===== src/rtl/audio_sample_recorder.sv =====
// Capture path: drains the audio-in FIFO while recording, mixes L+R, decimates and writes words to RAM.
// Optional REC_AVERAGE_EN: boxcar-average each decimation group instead of picking its last sample.
module audio_sample_recorder #(
    parameter int unsigned SAMPLE_W = 5,
    parameter int unsigned ADDR_W   = 18,
    parameter int unsigned DEPTH    = 9000,
    parameter int unsigned DECIM    = 8
) (
    input  logic                CLOCK_50,
    input  logic                resetn,
    input  logic                start,
    input  logic                stop,
    input  logic                audio_in_available,
    input  logic [31:0]         left_channel_audio_in,
    input  logic [31:0]         right_channel_audio_in,
    output logic                read_audio_in,
    output logic [ADDR_W-1:0]   mem_address,
    output logic [SAMPLE_W-1:0] mem_data,
    output logic                mem_wren,
    output logic                recording,
    output logic                done,
    output logic [ADDR_W-1:0]   rec_length
);
    localparam int unsigned LOG2D = $clog2(DECIM);

    typedef enum logic [1:0] {S_IDLE, S_REC, S_DONE} state_t;

    state_t              state_q;
    logic [LOG2D-1:0]    cnt_q;
    logic [ADDR_W-1:0]   addr_q;
    logic [ADDR_W-1:0]   rec_length_q;
    logic [ADDR_W-1:0]   mem_address_q;
    logic [SAMPLE_W-1:0] mem_data_q;
    logic                mem_wren_q;
    logic                recording_q;
    logic                done_q;

    logic                accept;
    logic                word_evt;
    logic                last_word;
    logic signed [32:0]  mix_full;
    logic [31:0]         mix;
    logic [SAMPLE_W-1:0] word;

    assign read_audio_in = audio_in_available & (state_q == S_REC);
    assign accept        = read_audio_in;

    // 33-bit sum halved back into 32 bits cannot overflow
    assign mix_full  = ($signed({left_channel_audio_in[31], left_channel_audio_in})
                      + $signed({right_channel_audio_in[31], right_channel_audio_in})) >>> 1;
    assign mix       = mix_full[31:0];
    assign word_evt  = accept && (cnt_q == LOG2D'(DECIM - 1));
    assign last_word = (addr_q == ADDR_W'(DEPTH - 1));

`ifdef REC_AVERAGE_EN
    localparam int unsigned ACC_W = 32 + LOG2D;
    logic signed [ACC_W-1:0] acc_q;
    logic signed [ACC_W-1:0] acc_sum;
    logic signed [ACC_W-1:0] acc_avg;
    logic                    unused_bits;

    assign acc_sum     = acc_q + $signed({{LOG2D{mix[31]}}, mix});
    assign acc_avg     = acc_sum >>> LOG2D;
    assign word        = acc_avg[SAMPLE_W+23:24];
    assign unused_bits = ^{mix_full[32], acc_avg};
`else
    logic unused_bits;

    assign word        = mix[SAMPLE_W+23:24];
    assign unused_bits = ^{mix_full[32], mix};
`endif

    always_ff @(posedge CLOCK_50 or negedge resetn) begin
        if (!resetn) begin
            state_q       <= S_IDLE;
            cnt_q         <= '0;
            addr_q        <= '0;
            rec_length_q  <= '0;
            mem_address_q <= '0;
            mem_data_q    <= '0;
            mem_wren_q    <= 1'b0;
            recording_q   <= 1'b0;
            done_q        <= 1'b0;
`ifdef REC_AVERAGE_EN
            acc_q         <= '0;
`endif
        end else begin
            mem_wren_q <= 1'b0;
            case (state_q)
                S_IDLE, S_DONE: begin
                    if (start && !stop) begin
                        state_q      <= S_REC;
                        recording_q  <= 1'b1;
                        done_q       <= 1'b0;
                        cnt_q        <= '0;
                        addr_q       <= '0;
                        rec_length_q <= '0;
`ifdef REC_AVERAGE_EN
                        acc_q        <= '0;
`endif
                    end
                end
                S_REC: begin
                    if (accept) begin
                        cnt_q <= word_evt ? '0 : cnt_q + 1'b1;
`ifdef REC_AVERAGE_EN
                        acc_q <= word_evt ? '0 : acc_sum;
`endif
                    end
                    // a word event on the same edge as stop is still written
                    if (word_evt) begin
                        mem_wren_q    <= 1'b1;
                        mem_address_q <= addr_q;
                        mem_data_q    <= word;
                        addr_q        <= addr_q + 1'b1;
                        rec_length_q  <= addr_q + 1'b1;
                    end
                    if (stop || (word_evt && last_word)) begin
                        state_q     <= S_DONE;
                        recording_q <= 1'b0;
                        done_q      <= 1'b1;
                    end
                end
                default: begin
                    state_q     <= S_IDLE;
                    recording_q <= 1'b0;
                    done_q      <= 1'b0;
                end
            endcase
        end
    end

    assign mem_address = mem_address_q;
    assign mem_data    = mem_data_q;
    assign mem_wren    = mem_wren_q;
    assign recording   = recording_q;
    assign done        = done_q;
    assign rec_length  = rec_length_q;

endmodule


===== config.mk =====
export PLATFORM = sky130hd
export DESIGN_NAME = audio_sample_recorder
export DESIGN_NICKNAME = d
export VERILOG_FILES = /design/src/rtl/audio_sample_recorder.sv
export SDC_FILE = /design/constraint.sdc
export NUM_CORES = 1
export LEC_CHECK = 0
export ABC_AREA = 1
export ABC_CLOCK_PERIOD_IN_PS = 2009
export CAP_MARGIN = 40
export CORE_ASPECT_RATIO = 0.8
export CORE_MARGIN = 2
export CORE_UTILIZATION = 30
export CTS_CLUSTER_DIAMETER = 30
export CTS_CLUSTER_SIZE = 20
export DETAILED_ROUTE_END_ITERATION = 16
export PLACE_DENSITY = 0.65
export SLEW_MARGIN = 10
export SYNTH_ARGS = -nofsm -noshare
export SYNTH_HDL_FRONTEND = slang
export SYNTH_SLANG_ARGS = --single-unit

===== constraint.sdc =====
create_clock -name CLOCK_50 -period 2.01 [get_ports CLOCK_50]
set_input_delay 0.5025 -clock CLOCK_50 [delete_from_list [all_inputs] [get_ports CLOCK_50]]
set_output_delay 0.5025 -clock CLOCK_50 [all_outputs]
set_load 0.01 [all_outputs]

-- Word-level counts from Yosys, hierarchy flattened
Cells that the tools add are included.
- ROM bits: 0
- memories kept: 0
- register bits after elaboration: 49
- output and inout port bits: 45
- latch bits: 0
- RAM bits: 0
- input port bits: 69
- word-level logic and storage cells: 50
- reduce and logical (&&, ||, !) cells: 12
- equality and inequality tests: 8
- magnitude comparators: 0
- bitwise logic cells: 1
- multiply operators: 0
- shift operators: 0
- mux-type cells: 18
- add/subtract/negate cells: 3
- divide/modulo/power cells: 0
- operators by type and width (operator ; count):
    18-bit 2-to-1 mux ; 2
    18-bit one-hot mux with 2 select lines ; 1
    30-bit adder ; 1
    18-bit by 1-bit adder with 18-bit output, second input constant ; 1
    18-bit by 14-bit equality test with 1-bit output, second input constant ; 1
    3-bit 2-to-1 mux ; 3
    1-bit 2-to-1 mux ; 6
    2-bit inequality test, second input constant ; 3
    3-bit one-hot mux with 2 select lines ; 1
    3-bit AND reduction ; 2
    2-bit 2-to-1 mux ; 2
    1-bit one-hot mux with 2 select lines ; 2
    2-bit one-hot mux with 2 select lines ; 1
    2-bit AND reduction ; 2
    3-bit by 1-bit adder with 3-bit output, second input constant ; 1
    3-bit equality test, second input constant ; 1
    1-bit logical AND ; 3
    2-bit by 1-bit equality test with 1-bit output, second input constant ; 1
    2-bit equality test, second input constant ; 1
    2-bit logical NOT ; 1
    2-bit by 1-bit inequality test with 1-bit output, second input constant ; 1
    2-bit nonzero test ; 1
    2-bit OR reduction ; 1
    1-bit bitwise AND ; 1
    other kinds (2) ; 2

-- Depth between registers and ports, before layout
- depth after elaboration: 7
- mapped depth: 12
- depth with buffers taken out: 12

-- Least setup slack after synthesis
OpenSTA, ideal clock, no wires.
- kind: input to register
- from: input left_channel_audio_in[25]
- to: register mem_data_q[1] (netlist: mem_data[1])
- library setup time: 119 ps
- slack: 245 ps
- cell stages on the path: 12
- required time: 1891 ps
- data arrival time: 1646 ps
- path buffers: 0
- cell sequence: ha_1 > nand2_1 > nor2_1 > nand2_1 > nor2_1 > nand2_1 > nor2_1 > nand2_1 > nand2_1 > nand2_1 > nand3_1 > nand2_1
- word-level cells in the longest chain between the ends: 1
- ends and longest elaborated chain (element ; line ; text):
    from (decl) ; 14 ; input logic [31:0] left_channel_audio_in,
    30-bit adder ; 50 ; + $signed({right_channel_audio_in[31], right_channel_audio_in})) >>> 1;
    to (signal assigned) ; 114 ; mem_data_q <= word;
    to (decl) ; 33 ; logic [SAMPLE_W-1:0] mem_data_q;
Every way passes these cells.
A chain may end at the register's enable or synchronous reset.

-- Final worst setup path
- from: input right_channel_audio_in[19]
- to: register mem_data_q[3] (netlist: mem_data[3])
- word-level cells in the longest chain between the ends: 1
- ends and longest elaborated chain (element ; line ; text):
    from (decl) ; 15 ; input logic [31:0] right_channel_audio_in,
    30-bit adder ; 50 ;
Every way passes these cells.

==> metrics.csv <==
stage;metric;value;unit
timing;final slew viol count;0;
global_routing;largest net degree at the start of global routing;43;
logic_synthesis;post-synth top area share;32.2;%
logic_synthesis;Synth Net Count;698;
critical_path;slowest stage cell on the critical path;clkdlybuf4s50_1;
drt;drt wl/cell;12.2;microns
logic_synthesis;Post-Syn Instances;598;
timing;Tmin final;1920;ps
clock_tree;Clock Sinks;49;
floorplan;initial core utilization;31.0;%
placement;number of port buffers;109;
layout;Antenna diodes;0;
power_and_ir_drop;peak supply drop;333;uV
layout;commonest cells after routing, fill and taps aside;nand2_1 (218), inv_1 (94), clkdlybuf4s50_1 (89), dfrtp_1 (49), buf_4 (45);
clock_tree;clk root buf;clkbuf_16;
timing;# setup viols final;0;
logic_synthesis;Area contributors post-synth;dfrtp_1 (32%), nand2_1 (22%), ha_1 (10%);
hold_path;Hold Crit Class;primary input to asynchronous set/reset pin;
power_and_ir_drop;leak pwr;3.01;nW
timing;RSZ-0062 raised after global routing;true;
logic_synthesis;fraction of the yosys area taken by sequential cells;32.2;%
critical_path;Setup crit end kind;flop;
clock_tree;worst skew pair latency;290;ps
global_routing;first-pass GRT wire length;18100;microns
drt;Total Routed Length;11300;microns
logic_synthesis;mapped cell area;3810;sq um
drt;1st-iter DRT viols;278;
global_routing;initial antenna violation count;0;
layout;Core Util, Final;47.9;%
clock_tree;clock slew at reported path FFs;80;ps
timing;fmax;521;MHz
logic_synthesis;count of unique library cells instantiated by Yosys;24;
layout;layout cells sized above 1;14.0;%
global_routing;grt met3 use;3.12;%
critical_path;R2R setup slack;230;ps
clock_tree;CTS Buf Count;5;
layout;# fillers;1228;
timing;Worst Max-Slew Pin Slew;497;ps
clock_tree;Max clock buf depth;2;
global_routing;GRT Util Overall;16.4;%
critical_path;worst path cell trace;clkdlybuf4s50_1 -> ha_4 -> nand2_1 -> nor2_2 -> nand3_1 -> nor3_1 -> nand2_1 -> nand2_1 -> nand2_1 -> nand3_1 -> nand2_1;
drt;Antenna Nets Post-Route;0;
drt;Avg Vias per Cell;4.43;
critical_path;Worst path most repeated cell;nand2_1;
floorplan;DIE AREA;13600;sq um
critical_path;CP max FO;3;
timing;final cycle utilization of the critical path;95.4;%
critical_path;kind of critical path;primary input to flop;
layout;Multi-input gate area;2430;sq um
global_routing;vias in the first global route;3660;
logic_synthesis;Seq cells post-synth;49;
placement;Placer Congestion;0.915;
clock_tree;hold_buf cts;0;
timing;count of final hold-check violations;0;
timing;skew final;12.4;ps
drt;total number of vias;4106;
timing;Slew HR;66.8;%
drt;drt pass-1 iters;4;
logic_synthesis;Syn Area/Cell;6.38;sq um
layout;# nets final;854;
global_routing;total gr overflow;0;
floorplan;Die H;105;microns
global_routing;GR met1 Demand/Resource;26.0;%
layout;most common cell after layout, fill and taps aside;nand2_1;
global_routing;GR Util met2;23.2;%
floorplan;core area;12300;sq um
placement;DP Area;5430;sq um
floorplan;Die X;130;microns
critical_path;CP startpoint kind;primary input;
drt;# DRC;0;
floorplan;row cnt;36;
clock_tree;CTS tree;built;
job;Max Cap Viol;0;
logic_synthesis;Yosys top cell by area;dfrtp_1;
power_and_ir_drop;pwr dens;571;nW/um^2
placement;hpwl dp;8800;microns
critical_path;critical path required time;2190;ps
layout;final instance area;5890;sq um
critical_path;CP peak stage delay;460;ps
global_routing;most used routing layer;met1;
floorplan;# IOs;114;
critical_path;Worst Path Arrival;2100;ps
clock_tree;H-tree depth;2;
status;status;complete, no violations;
layout;Sequential Area;1230;sq um
layout;Area Overhead vs Synth;54.4;%
logic_synthesis;Synth warnings;0;
==> synthesized netlist by cell type <==
master    number
o21ai_0       29
nand3_4        1
nand3_2        1
nor3_1         9
ha_1          31
dfrtp_1       49
nor2_4         1
o31ai_1        2
nand3_1       35
o21ai_1        1
a21oi_4        1
inv_1         98
nor3b_2        1
nand4_1       15
o21bai_1       2
a21oi_1       28
buf_2          1
inv_2          2
xnor2_1        1
clkbuf_1       5
nor2_1        54
xor2_1         4
nand2_1      226
clkinv_1       1
==> critical path, delay by kind of cell <==
kind,cells,cell delay [ps]
AND/OR/NAND/NOR,9,830
adder cells (fa/ha/maj),1,300
buffers and inverters,1,460
==> cell families after synthesis <==
kind of cell	share of synthesized area, %
DFF	32.2
xor gates and xnor gates	1.15
and+or+nand+nor	37.1
AOI/OAI and AO/OA	8.83
buffers and inverters	10.6
adders and majority gates	10.2
==> registers in the layout, indices dropped and copies added, names as in the netlist <==
name         flops
cnt_q            3
done             1
mem_address     18
mem_data         5
mem_wren         1
rec_length      18
recording        1
state_q          2
==> power by group <==
| group | leakage [nW] | total (mW) | internal, mW | switching, mW |
|---|---|---|---|---|
| combinational | 2.27 | 1.37 | 0.656 | 0.717 |
| sequential | 0.670 | 1.13 | 1.07 | 0.0631 |
| clock | 0.0708 | 0.860 | 0.471 | 0.390 |
==> per-layer routing <==
| layer | vias up | share of wire [%] |
|---|---|---|
| met3 | 2 | 6.4 |
| li1 | 2190 | - |
| met1 | 1806 | 51 |
| met5 | - | 0 |
| met4 | 0 | 0.37 |
| met2 | 108 | 42 |
==> timing repair <==
item | CTS | global route
pin swaps | 0 | 22
endpoints found under the setup margin | 4 | 9
setup buffers | 0 | 2
gates resized for setup | 7 | 59
==> through the flow <==
stage | setup TNS [ps] | setup slack (ps) | instances | total power, mW | hold WS (ps)
after global placement | -3960 | -348 | 916 | 2.41 | 461
after global routing | -64.9 | -37.1 | 926 | 3.61 | 198
after detailed placement | -4620 | -393 | 916 | 2.42 | 465
final | 0 | 92.2 | 926 | 3.36 | 164
after CTS | 0 | 3.52 | 924 | 3.29 | 174
after floorplan | 0 | 245 | 598 | 1.79 | 207
==> layout make-up <==
cell class / count / share of cell area [%]
Clock buffer: 5 / 2.12
Clock inverter: 3 / 0.425
Inverter: 101 / 6.50
Multi-Input combinational cell: 442 / 41.3
Sequential cell: 49 / 20.8
Tap cell: 171 / 3.63
Timing Repair Buffer: 155 / 25.2
==> path summary, 6_finish.rpt <==
| path | start | to | cells past startpoint |
|---|---|---|---|
| worst max-delay path | right_channel_audio_in[19] | mem_data[3]$_DFFE_PN0P_ | 11 |
| worst min-delay path | resetn | rec_length[12]$_DFFE_PN0P_ | 1 |
| worst max register to register | cnt_q[0]$_DFFE_PN0P_ | rec_length[1]$_DFFE_PN0P_ | 8 |
| worst min register to register | recording$_DFFE_PN0P_ | recording$_DFFE_PN0P_ | 2 |
| max in group asynchronous | resetn | rec_length[11]$_DFFE_PN0P_ | 2 |
| min in group CLOCK_50 | recording$_DFFE_PN0P_ | recording$_DFFE_PN0P_ | 2 |
No activity file was read; power rests on OpenSTA's default activity.
